$ cat config.mk
export PLATFORM = sky130hd
export DESIGN_NAME = cordic_seq
export DESIGN_NICKNAME = d
export VERILOG_FILES = /design/src/rtl/cordic_seq.sv
export SDC_FILE = /design/constraint.sdc
export NUM_CORES = 1
export LEC_CHECK = 0
export ABC_AREA = 0
export BUFFER_PORTS_ARGS = -buffer_cell sky130_fd_sc_hd__buf_2
export CAP_MARGIN = 20
export CELL_PAD_IN_SITES_DETAIL_PLACEMENT = 1
export CELL_PAD_IN_SITES_GLOBAL_PLACEMENT = 1
export CORE_ASPECT_RATIO = 1.5
export CORE_MARGIN = 2
export CORE_UTILIZATION = 46
export DETAILED_ROUTE_END_ITERATION = 8
export PLACE_DENSITY = 0.78
export SKIP_LAST_GASP = 1
export SLEW_MARGIN = 5
export SYNTH_ARGS = -nofsm -noshare
export SYNTH_HDL_FRONTEND = slang
export SYNTH_SLANG_ARGS = --single-unit
$ cat constraint.sdc
create_clock -name i_clk -period 13.2 [get_ports i_clk]
set_clock_uncertainty 0.1 [all_clocks]
set_input_delay 1.32 -clock i_clk [delete_from_list [all_inputs] [get_ports i_clk]]
set_output_delay 1.32 -clock i_clk [all_outputs]
set_load 0.05 [all_outputs]
$ cat src/rtl/cordic_seq.sv
// Iterative rotation-mode CORDIC: one micro-rotation per clock, arctan constants from an
// external combinational rom addressed by the iteration index. Returns cos/sin of i_theta.
module cordic_seq #(
  parameter int unsigned   ITERS = 24,
  parameter int unsigned   DW    = 26,
  parameter int unsigned   AW    = 5,
  parameter logic [DW-1:0] KINIT = 26'h09B74ED
) (
  input  logic          i_clk,
  input  logic          i_rst_n,
  input  logic          i_start,
  input  logic [DW-1:0] i_theta,
  output logic          o_busy,
  output logic          o_done,
  output logic [DW-1:0] o_cos,
  output logic [DW-1:0] o_sin,
  output logic [AW-1:0] o_rom_addr,
  input  logic [DW-1:0] i_rom_data
);

  typedef enum logic [1:0] {StIdle, StRun, StDone} state_e;

  // iter is one bit wider than the rom address so ITERS=32 reaches its last index cleanly
  localparam logic [AW:0] LastIter = (AW+1)'(ITERS - 1);

  state_e               r_state;
  logic [AW:0]          r_iter;
  logic signed [DW-1:0] r_x;
  logic signed [DW-1:0] r_y;
  logic signed [DW-1:0] r_z;
  logic [DW-1:0]        r_cos;
  logic [DW-1:0]        r_sin;
  logic                 r_busy;
  logic                 r_done;

  logic                 w_dir;
  logic signed [DW-1:0] w_x_sh;
  logic signed [DW-1:0] w_y_sh;
  logic signed [DW-1:0] w_atan;
  logic signed [DW-1:0] w_x_nxt;
  logic signed [DW-1:0] w_y_nxt;
  logic signed [DW-1:0] w_z_nxt;

  always_comb begin
    w_dir   = ~r_z[DW-1];
    w_x_sh  = r_x >>> r_iter;
    w_y_sh  = r_y >>> r_iter;
    w_atan  = $signed(i_rom_data);
    w_x_nxt = r_x;
    w_y_nxt = r_y;
    w_z_nxt = r_z;
    // Rotate toward z = 0; all sums wrap at DW bits
    if (w_dir) begin
      w_x_nxt = r_x - w_y_sh;
      w_y_nxt = r_y + w_x_sh;
      w_z_nxt = r_z - w_atan;
    end else begin
      w_x_nxt = r_x + w_y_sh;
      w_y_nxt = r_y - w_x_sh;
      w_z_nxt = r_z + w_atan;
    end
  end

  always_ff @(posedge i_clk or negedge i_rst_n) begin
    if (!i_rst_n) begin
      r_state <= StIdle;
      r_iter  <= '0;
      r_x     <= '0;
      r_y     <= '0;
      r_z     <= '0;
      r_cos   <= '0;
      r_sin   <= '0;
      r_busy  <= 1'b0;
      r_done  <= 1'b0;
    end else begin
      case (r_state)
        StIdle: begin
          if (i_start) begin
            r_x     <= KINIT;
            r_y     <= '0;
            r_z     <= i_theta;
            r_iter  <= '0;
            r_busy  <= 1'b1;
            r_state <= StRun;
          end
        end
        StRun: begin
          r_x    <= w_x_nxt;
          r_y    <= w_y_nxt;
          r_z    <= w_z_nxt;
          r_iter <= r_iter + 1'b1;
          if (r_iter == LastIter) begin
            r_cos   <= w_x_nxt;
            r_sin   <= w_y_nxt;
            r_done  <= 1'b1;
            r_state <= StDone;
          end
        end
        StDone: begin
          r_done  <= 1'b0;
          r_busy  <= 1'b0;
          r_state <= StIdle;
        end
        default: begin
          r_done  <= 1'b0;
          r_busy  <= 1'b0;
          r_state <= StIdle;
        end
      endcase
    end
  end

  assign o_busy     = r_busy;
  assign o_done     = r_done;
  assign o_cos      = r_cos;
  assign o_sin      = r_sin;
  assign o_rom_addr = (r_state == StRun) ? r_iter[AW-1:0] : '0;

endmodule

==> results.md, run 1 <==
* Status: complete, no violations
* Slew margin rel. at 0.352
* Vias per cell at about 6.5
* Final WL at 52700 um
* CP max stage cell: buf_4
* Drt drc at 0
* Via count at 13.6k
* Layout area overhead at 10.1%
* Endpoints failing setup at 0
* Vias in the first global route at ~15k
* Core ar. at approximately 0.03 mm^2
* Top_reg_cell synth: dfrtp_1
* Critical path launch point type: register
* Register area at 0.00351 mm^2
* Final Hold Fails at 0
* Final TNS setup at 0 ps
* Initial antenna violation count at 0
* Fill count at 3690
* Critical Path End Type: register
* Max clock buf depth at 2
* Worst-path maximum fanout at 58
* Mapped Area at 0.0140 mm^2
* Largest net degree at the start of global routing at 78
* Worst-Margin Slew at just under 1000 ps
* Overall Global Routing Usage at 0.338
* Fmax at 140 MHz
* Largest area contributor in the netlist: dfrtp_1
* Bufs and invs on worst path at 2
* Number of synthesized flops with an enable pin at 0
* RSZ-0062 raised after global routing: false
* Flops & latches, synth at 140
* Hold-fix buffers, CTS at 0
* Starting DRT DRC Count at just over 800
* Worst setup margin at 6050 ps
* 1st-pass router iterations at 5
* Layout cells sized above 1 at 0.161
* Clock sinks at 140
* Largest stage delay, worst path at roughly 670 ps
* I/O Pins at between 100 and 150
* Asr flop ratio synth at 1.00
* Clock transition at path regs at ~80 ps
* Crit path cell chain: buf_4 > mux4_2 > mux4_2 > a221o_1 > inv_1 > ha_1 > nor4b_1 > and4bb_2 > and4b_1 > nor2_1 > xor2_1 > ha_1 > a21oi_1 > o21ai_0 > or4_1 > o21ai_0 > o21a_1 > a21oi_1 > a31o_2 > a21oi_1 > xnor2_1 > mux2_2
* Clock latency reported for the late side of the worst-skew pair at about 460 ps
* Die Area at approximately 0.032 mm^2
* Slew Limit Fails at 0
* TritonCTS Buffers at 17
* Final Util at 0.512
* Final net count at approximately 1.8k
* Final min period at a little over 7000 ps
* Final antenna-violating net count at 0
* Initial Util at 0.465
* Syn_area_per_cell at between 8 and 9 um^2
* Ranking of synthesized cells by area: dfrtp_1 (25%), ha_1 (7.2%), nand2_1 (6.2%)
* Die X-Extent at around 150 um
* CTS resizes at 0
* CTS tree: built
* Root Buffer Master: clkbuf_16
* Critical path type: reg2reg
* Syn nets at about 1.8k
* YS warnings at 0
* ANT cells at 0
* Worst min-delay path category: reg2reg
* Post-placement setup slack at between 6000 and 7000 ps
* Distinct cells, synth at 85
* Area share of the largest cell type after synthesis at 0.251
* WL/cell at 25.3 um
* First-pass GRT wire length at about 83000 um
* Sequential-to-total area share from yosys stat at 0.251
* Row cnt at 78
* Port Buf Inserts at 113
* Fin crit share at 0.542
* Post-CTS Setup Inserts at 0
* WP data arrival at 7390 ps
* Mapped Cells at 1617
* Crit-path leading delay family: compound AO/OA/AOI/OAI gates
* Max-cap violations at 0
* Multi-input gate area at 0.00990 mm^2
* Gpl congestion at roughly 1.0
* DPL Wire Length at between 30000 and 40000 um
* Die H at about 220 um
* H-tree Lvls at 4
* Final global-route overflow total at 0
* Req. time, crit path at 13440 ps
* CP most frequent cell: a21oi_1
## per-stage QoR
stage | cells | instance area, um^2 | hold WS [ps]
after CTS | 2088 | 15400 | 373
after detailed placement | 2056 | 14800 | 357
after floorplan | 1617 | 14000 | 356
final | 2088 | 15400 | 369
after global placement | 2056 | 14800 | 354
after global routing | 2088 | 15400 | 392
## synth_stat cells (6+ instances only)
cell      instances
o22a_1           28
clkbuf_1         66
o21a_1           20
and2_1           11
o211ai_1          6
nor3_1           20
mux2_2           38
mux2i_1          33
a21oi_1         113
nand2_1         232
o21bai_1         13
mux4_2           29
nor3b_1          15
a31o_2            6
o21ai_0         103
a22o_1           28
buf_2            11
nand4_1           7
buf_1            10
o22ai_1          16
xnor2_1          69
a22oi_1          12
or2_2             7
or3_1             8
nand2b_1         18
a31oi_1          23
ha_1             80
a211oi_1         11
nor2_1          114
dfrtp_1         140
nor2b_1          20
mux4_1           21
o31ai_1           9
xor2_1           66
and3_1           13
a21o_1           33
nand3b_1          6
nor4_1           12
inv_1            35
nand3_1          19
## metal layers
metal / track usage / up-vias / routed length, um
met2: 0.618 / 464 / 27700
met1: 0.354 / 6818 / 18600
met3: 0.0452 / 197 / 2240
li1: - / 6085 / -
met5: 0 / - / 0
met4: 0.248 / 0 / 4170
## final cells by class
type	count	area share
repair buffers	136	0.0484
well taps	400	0.0325
inverters	37	0.00903
multi-input cells	1343	0.644
flip-flops and latches	140	0.228
clock inverters	14	0.00968
clock buffers	18	0.0286
## tightest hold or removal path: cells and delay by family (launching register included)
family	cells	cell delay (ps)
and+or+nand+nor	2	100
DFF	1	340
## sequential cells by signal, indices dropped and copies added (netlist names)
name and flops:
r_state 2, o_busy 1, r_iter 6, r_x 26
o_sin 26, o_done 1, r_y 26, o_cos 26
r_z 26
## cells by family after synthesis
kind of cell               count (synthesis)  share of synthesized area
muxes                                    121                      0.141
xor gates and xnor gates                 135                     0.0846
DFF                                      140                      0.251
AOI/OAI and AO/OA                        480                      0.229
buffers and inverters                    134                     0.0422
adders and majority gates                 83                     0.0760
and+or+nand+nor                          524                      0.177
## path summary, 6_finish.rpt
| check | start | to | slack [ps] | cells past startpoint |
|---|---|---|---|---|
| worst min-delay path | o_sin[11] | o_sin[11] | 370 | 2 |
| min in group asynchronous | i_rst_n | o_sin[13] | 810 | 1 |
| worst max-delay path | r_iter[1] | o_cos[23] | 6050 | 22 |
| worst min register to register | o_sin[11] | o_sin[11] | 370 | 2 |
| max in group asynchronous | i_rst_n | r_iter[1] | 10730 | 2 |
| worst max register to register | r_iter[1] | o_cos[23] | 6050 | 22 |
## layout by cell type (no fill, tap or decap), types with 29 or more instances in the layout
master	instances
buf_2	112
mux2i_1	33
xor2_1	66
a21oi_1	113
a21o_1	33
inv_1	35
mux4_2	29
mux2_2	38
dfrtp_1	137
xnor2_1	69
nand2_1	232
ha_1	80
o21ai_0	103
nor2_1	113
Power of run 1 is left out: the tool's default activity adds up to more than one toggle a clock period on the data nets, which glitch-free logic cannot reach.
==> run 2, diff against run 1 <==
==> constraint.sdc (replaced) <==
create_clock -name i_clk -period 7 [get_ports i_clk]
set_clock_uncertainty 0.1 [all_clocks]
set_input_delay 0.7 -clock i_clk [delete_from_list [all_inputs] [get_ports i_clk]]
set_output_delay 0.7 -clock i_clk [all_outputs]
set_load 0.05 [all_outputs]
==> results.md, run 2 (synthesized netlist as in run 1, its figures left out) <==
* R2r startpoint: r_iter[0] (was r_iter[1])
* Worst-path maximum fanout at 32 (was 58)
* R2R Path End: r_y[25] (was o_cos[23])
* Vias per cell at 6.55 (was 6.50)
* Clock transition at path regs at 70 ps (was 80 ps)
* Root Buffer Master: clkbuf_16 (unchanged)
* Slew margin rel. at 0.440 (was 0.352)
* Crit path cell chain: buf_12 > mux2_2 > mux2i_1 > o31ai_1 > a211oi_1 > nand4b_1 > or4_1 > o21ai_0 > xor2_1 > ha_1 > a21o_1 > a21o_1 > a21o_1 > a21oi_1 > nor2_1 > a21oi_1 > o21ai_0 > a221o_1 > xnor2_1 > o21ai_0 (was buf_4 > mux4_2 > mux4_2 > a221o_1 > inv_1 > ha_1 > nor4b_1 > and4bb_2 > and4b_1 > nor2_1 > xor2_1 > ha_1 > a21oi_1 > o21ai_0 > or4_1 > o21ai_0 > o21a_1 > a21oi_1 > a31o_2 > a21oi_1 > xnor2_1 > mux2_2)
* Endpoints failing setup at 0 (unchanged)
* Vias in the first global route at 14.7k (was 14.5k)
* First-pass GRT wire length at 84700 um (was 83000 um)
* Die X-Extent at 146 um (unchanged)
* Initial Util at 0.465 (unchanged)
* Row cnt at 78 (unchanged)
* Crit-path leading delay family: compound AO/OA/AOI/OAI gates (unchanged)
* WL/cell at 26.0 um (was 25.3 um)
* Die H at 217 um (unchanged)
* Initial antenna violation count at 0 (unchanged)
* Layout area overhead at 12.0% (was 10.1%)
* Bufs and invs on worst path at 1 (was 2)
* Status: complete, no violations (unchanged)
* Critical Path End Type: register (unchanged)
* Largest stage delay, worst path at 680 ps (was 670 ps)
* Final TNS setup at 0 ps (unchanged)
* Final net count at 1838 (was 1813)
* Slew Limit Fails at 0 (unchanged)
* Max-cap violations at 0 (unchanged)
* TritonCTS Buffers at 17 (unchanged)
* Fin crit share at 0.928 (was 0.542)
* Final global-route overflow total at 0 (unchanged)
* RSZ-0062 raised after global routing: false (unchanged)
* I/O Pins at 114 (unchanged)
* Clock latency reported for the late side of the worst-skew pair at 460 ps (about the same)
* Gpl congestion at 1.02 (was 1.05)
* Clock sinks at 140 (unchanged)
* Final Hold Fails at 0 (unchanged)
* 1st-pass router iterations at 5 (unchanged)
* Drt drc at 0 (unchanged)
* CP max stage cell: dfrtp_4 (was buf_4)
* ANT cells at 0 (unchanged)
* Critical path launch point type: register (unchanged)
* Port Buf Inserts at 113 (unchanged)
* Worst-Margin Slew at 839 ps (was 965 ps)
* Fmax at 154 MHz (was 140 MHz)
* Final antenna-violating net count at 0 (unchanged)
* Fill count at 3599 (was 3690)
* Final min period at 6500 ps (was 7150 ps)
* Max clock buf depth at 2 (unchanged)
* Final WL at 54900 um (was 52700 um)
* Critical path type: reg2reg (unchanged)
* WP data arrival at 6700 ps (was 7390 ps)
* Critical Path Stages at 20 (was 22)
* Via count at 13.8k (was 13.6k)
* DPL Wire Length at 41100 um (was 39300 um)
* Register-to-Register Path Depth at 20 (was 22)
* Layout cells sized above 1 at 0.173 (was 0.161)
* Most common cell after layout, fill and taps aside: nand2_1 (unchanged)
* Die Area at 0.0318 mm^2 (unchanged)
* Largest net degree at the start of global routing at 81 (was 78)
* R2R setup slack at 500 ps (was 6050 ps)
* Req. time, crit path at 7210 ps (was 13440 ps)
* Core ar. at 0.0301 mm^2 (unchanged)
* Starting DRT DRC Count at 823 (unchanged)
* H-tree Lvls at 4 (unchanged)
* Worst min-delay path category: in2async (was reg2reg)
* Most frequent cells in the layout: nand2_1 (232), dfrtp_1 (136), nor2_1 (113), a21oi_1 (113), buf_2 (112) (was nand2_1 (232), dfrtp_1 (137), nor2_1 (113), a21oi_1 (113), buf_2 (112))
* CTS tree: built (unchanged)
* Overall Global Routing Usage at 0.347 (was 0.338)
-- run 2: changes by cell type in the layout (fill, tap and decap cells not counted) --
cell,delta
bufinv_16,+2
clkinv_8,-1
o21ai_0,-1
inv_8,-1
dfrtp_1,-1
buf_4,+21
clkinv_4,-1
clkinvlp_4,+1
dfrtp_4,+1
o21ai_1,+1
buf_12,+4
clkinv_2,-1
-- run 2: worst max path at each step --
| stage | from | end | slack, ps |
|---|---|---|---|
| after global placement | r_iter[0] | o_cos[23] | 590 |
| after detailed placement | r_iter[0] | o_cos[23] | 450 |
| after floorplan | r_iter[0] | o_cos[23] | 1240 |
| final | r_iter[0] | r_y[25] | 500 |
| after CTS | r_iter[0] | o_cos[23] | 370 |
| after global routing | r_iter[2] | o_cos[23] | 90 |
-- run 2: timing repair --
item                                    CTS  global route
endpoints found under the setup margin    0             2
endpoints found under the hold margin     0             0
hold buffers                              0             0
buffers inserted                          0             1
resized for setup                         0             3
-- run 2: worst reg2reg max path, delay by kind of cell, from the launching register on --
| kind | cells | cell delay [ps] |
|---|---|---|
| AOI/OAI and AO/OA | 11 | 2690 |
| muxes | 2 | 920 |
| and+or+nand+nor | 3 | 870 |
| DFF | 1 | 680 |
| xor gates and xnor gates | 2 | 480 |
| adders and majority gates | 1 | 340 |
| buffers and inverters | 1 | 270 |
-- run 2: final cells by class --
| type | instances | area [um^2] | area share |
|---|---|---|---|
| inverter | 37 | 139 | 0.00887 |
| clock inverter | 13 | 175 | 0.0112 |
| sequential | 140 | 3510 | 0.225 |
| clock buffer | 18 | 439 | 0.0281 |
| timing repair buffer | 161 | 982 | 0.0628 |
| tap | 400 | 500 | 0.0320 |
| multi-input combinational | 1343 | 9900 | 0.633 |
-- run 2: routing by layer --
layer	vias up	wire length (um)	global-route usage
li1	6137	-	-
met4	0	5120	0.293
met2	561	28200	0.626
met3	229	2720	0.0569
met1	6916	18900	0.349
met5	-	0	0
-- run 2: stage by stage --
stage	std cells	setup WS [ps]	hold WS (ps)	util	area (um^2)
after floorplan	1617	1240	304	-	14000
after global placement	2080	587	353	0.499	15000
after detailed placement	2080	447	362	0.499	15000
after CTS	2111	368	244	0.520	15600
after global routing	2112	88.0	273	0.521	15600
final	2112	504	224	0.521	15600
Power of run 2 is left out for the same reason.
==> run 3, diff against run 2 <==
==> constraint.sdc (replaced) <==
create_clock -name i_clk -period 8.4 [get_ports i_clk]
set_clock_uncertainty 0.1 [all_clocks]
set_input_delay 0.84 -clock i_clk [delete_from_list [all_inputs] [get_ports i_clk]]
set_output_delay 0.84 -clock i_clk [all_outputs]
set_load 0.05 [all_outputs]
==> results.md, run 3 (synthesized netlist as in run 1, its figures left out) <==
* Initial antenna violation count at 0 (unchanged)
* Fin crit share at 0.850 (was 0.928)
* Layout area overhead at 10.0% (was 12.0%)
* Max-cap violations at 0 (unchanged)
* First-pass GRT wire length at 82800 um (was 84700 um)
* Worst min-delay path category: in2async (unchanged)
* H-tree Lvls at 4 (unchanged)
* Final Hold Fails at 0 (unchanged)
* DPL Wire Length at 40200 um (was 41100 um)
* Starting DRT DRC Count at 949 (was 823)
* Final net count at 1814 (was 1838)
* TritonCTS Buffers at 17 (unchanged)
* Slew Limit Fails at 0 (unchanged)
* Final antenna-violating net count at 0 (unchanged)
* Via count at 13.6k (was 13.8k)
* Clock sinks at 140 (unchanged)
* Most common cell after layout, fill and taps aside: nand2_1 (unchanged)
* Final WL at 53500 um (was 54900 um)
* Status: complete, no violations (unchanged)
* WL/cell at 25.6 um (was 26.0 um)
* Post-CTS Setup Inserts at 0 (unchanged)
* Worst-path maximum fanout at 63 (was 32)
* Most frequent cells in the layout: nand2_1 (232), dfrtp_1 (137), nor2_1 (113), a21oi_1 (113), buf_2 (112) (was nand2_1 (232), dfrtp_1 (136), nor2_1 (113), a21oi_1 (113), buf_2 (112))
* Final min period at 7140 ps (was 6500 ps)
* Overall Global Routing Usage at 0.340 (was 0.347)
* Row cnt at 78 (unchanged)
* Die X-Extent at 146 um (unchanged)
* CTS tree: built (unchanged)
* Critical path type: reg2reg (unchanged)
* Crit path cell chain: buf_4 > mux2_2 > o22ai_1 > o31ai_1 > a221o_1 > inv_1 > ha_1 > nor4b_1 > and4bb_2 > and4b_1 > nor2_1 > xor2_1 > ha_1 > a21oi_1 > o21ai_0 > or4_1 > o21ai_0 > o21a_1 > a21oi_1 > a31o_2 > a21oi_1 > xnor2_1 > mux2_2 (was buf_12 > mux2_2 > mux2i_1 > o31ai_1 > a211oi_1 > nand4b_1 > or4_1 > o21ai_0 > xor2_1 > ha_1 > a21o_1 > a21o_1 > a21o_1 > a21oi_1 > nor2_1 > a21oi_1 > o21ai_0 > a221o_1 > xnor2_1 > o21ai_0)
* Max clock buf depth at 2 (unchanged)
* RSZ-0062 raised after global routing: false (unchanged)
* 1st-pass router iterations at 5 (unchanged)
* Drt drc at 0 (unchanged)
* Initial Util at 0.465 (unchanged)
* Port Buf Inserts at 113 (unchanged)
* Gpl congestion at 1.01 (was 1.02)
* CP max stage cell: dfrtp_4 (unchanged)
* Die Area at 0.0318 mm^2 (unchanged)
* WP data arrival at 7390 ps (was 6700 ps)
* ANT cells at 0 (unchanged)
* CTS resizes at 0 (unchanged)
* Die H at 217 um (unchanged)
* Vias in the first global route at 14.4k (was 14.7k)
* Largest stage delay, worst path at 960 ps (was 680 ps)
* Vias per cell at 6.51 (was 6.55)
* Worst-Margin Slew at 1090 ps (was 839 ps)
* Core ar. at 0.0301 mm^2 (unchanged)
* Final global-route overflow total at 0 (unchanged)
* Clock transition at path regs at 80 ps (was 70 ps)
* Critical path launch point type: register (unchanged)
* Endpoints failing setup at 0 (unchanged)
* Layout cells sized above 1 at 0.161 (was 0.173)
* Req. time, crit path at 8650 ps (was 7210 ps)
* Clock latency reported for the late side of the worst-skew pair at 480 ps (was 460 ps)
* I/O Pins at 114 (unchanged)
* Largest net degree at the start of global routing at 76 (was 81)
* Fmax at 140 MHz (was 154 MHz)
* Final TNS setup at 0 ps (unchanged)
* Root Buffer Master: clkbuf_16 (unchanged)
* Critical Path End Type: register (unchanged)
* Hold-fix buffers, CTS at 0 (unchanged)
* CP most frequent cell: a21oi_1
* Slew margin rel. at 0.265 (was 0.440)
[run 3: cell types whose count changed in the layout (fill, tap and decap cells not counted), sizes merged]
cell,delta
bufinv,-2
inv,-1
clkinv,+3
buf,-24
[run 3: final timing paths]
path	start	slack, ps	cells past startpoint	endpoint
setup reg to reg	r_iter[1]	1260	23	o_cos[23]
setup / recovery	r_iter[1]	1260	23	o_cos[23]
max in group asynchronous	i_rst_n	6410	2	r_iter[1]
min in group i_clk	o_sin[1]	370	2	o_sin[1]
hold reg to reg	o_sin[1]	370	2	o_sin[1]
hold / removal	i_rst_n	300	1	o_sin[2]
[run 3: final cells by class]
type                            instances  area (um^2)
Clock inverter                         13          131
Timing Repair Buffer                  137          752
Sequential cell                       140         3510
Fill cell                            3686        14700
Clock buffer                           18          439
Inverter                               37          139
Multi-Input combinational cell       1343         9900
Tap cell                              400          500
[run 3: through the flow]
| stage | utilization | setup slack (ps) | hold slack, ps | std cells | instance area (um^2) |
|---|---|---|---|---|---|
| 2_1_floorplan | - | 2640 | 356 | 1617 | 14000 |
| 3_3_place_gp | 0.492 | 1650 | 354 | 2057 | 14800 |
| 3_5_place_dp | 0.492 | 1380 | 361 | 2057 | 14800 |
| 4_1_cts | 0.511 | 1310 | 332 | 2088 | 15400 |
| 5_1_grt | 0.511 | 817 | 349 | 2088 | 15400 |
| 6_report | 0.511 | 1260 | 299 | 2088 | 15400 |
[run 3: critical path, delay by kind of cell, from the launching register on]
family | cells | cell delay, ps
mux | 2 | 660
flops | 1 | 960
simple gates | 5 | 1630
buf+inv | 2 | 530
fa+ha+maj | 2 | 510
xor+xnor | 2 | 290
compound gates | 10 | 2290
[run 3: routing by layer]
layer / vias up / wire [um] / GRT usage
met4: 0 / 4210 / 0.242
met2: 540 / 27900 / 0.621
met3: 200 / 2900 / 0.0649
met5: - / 0 / 0
li1: 6100 / - / -
met1: 6750 / 18400 / 0.346
Power of run 3 is left out for the same reason.
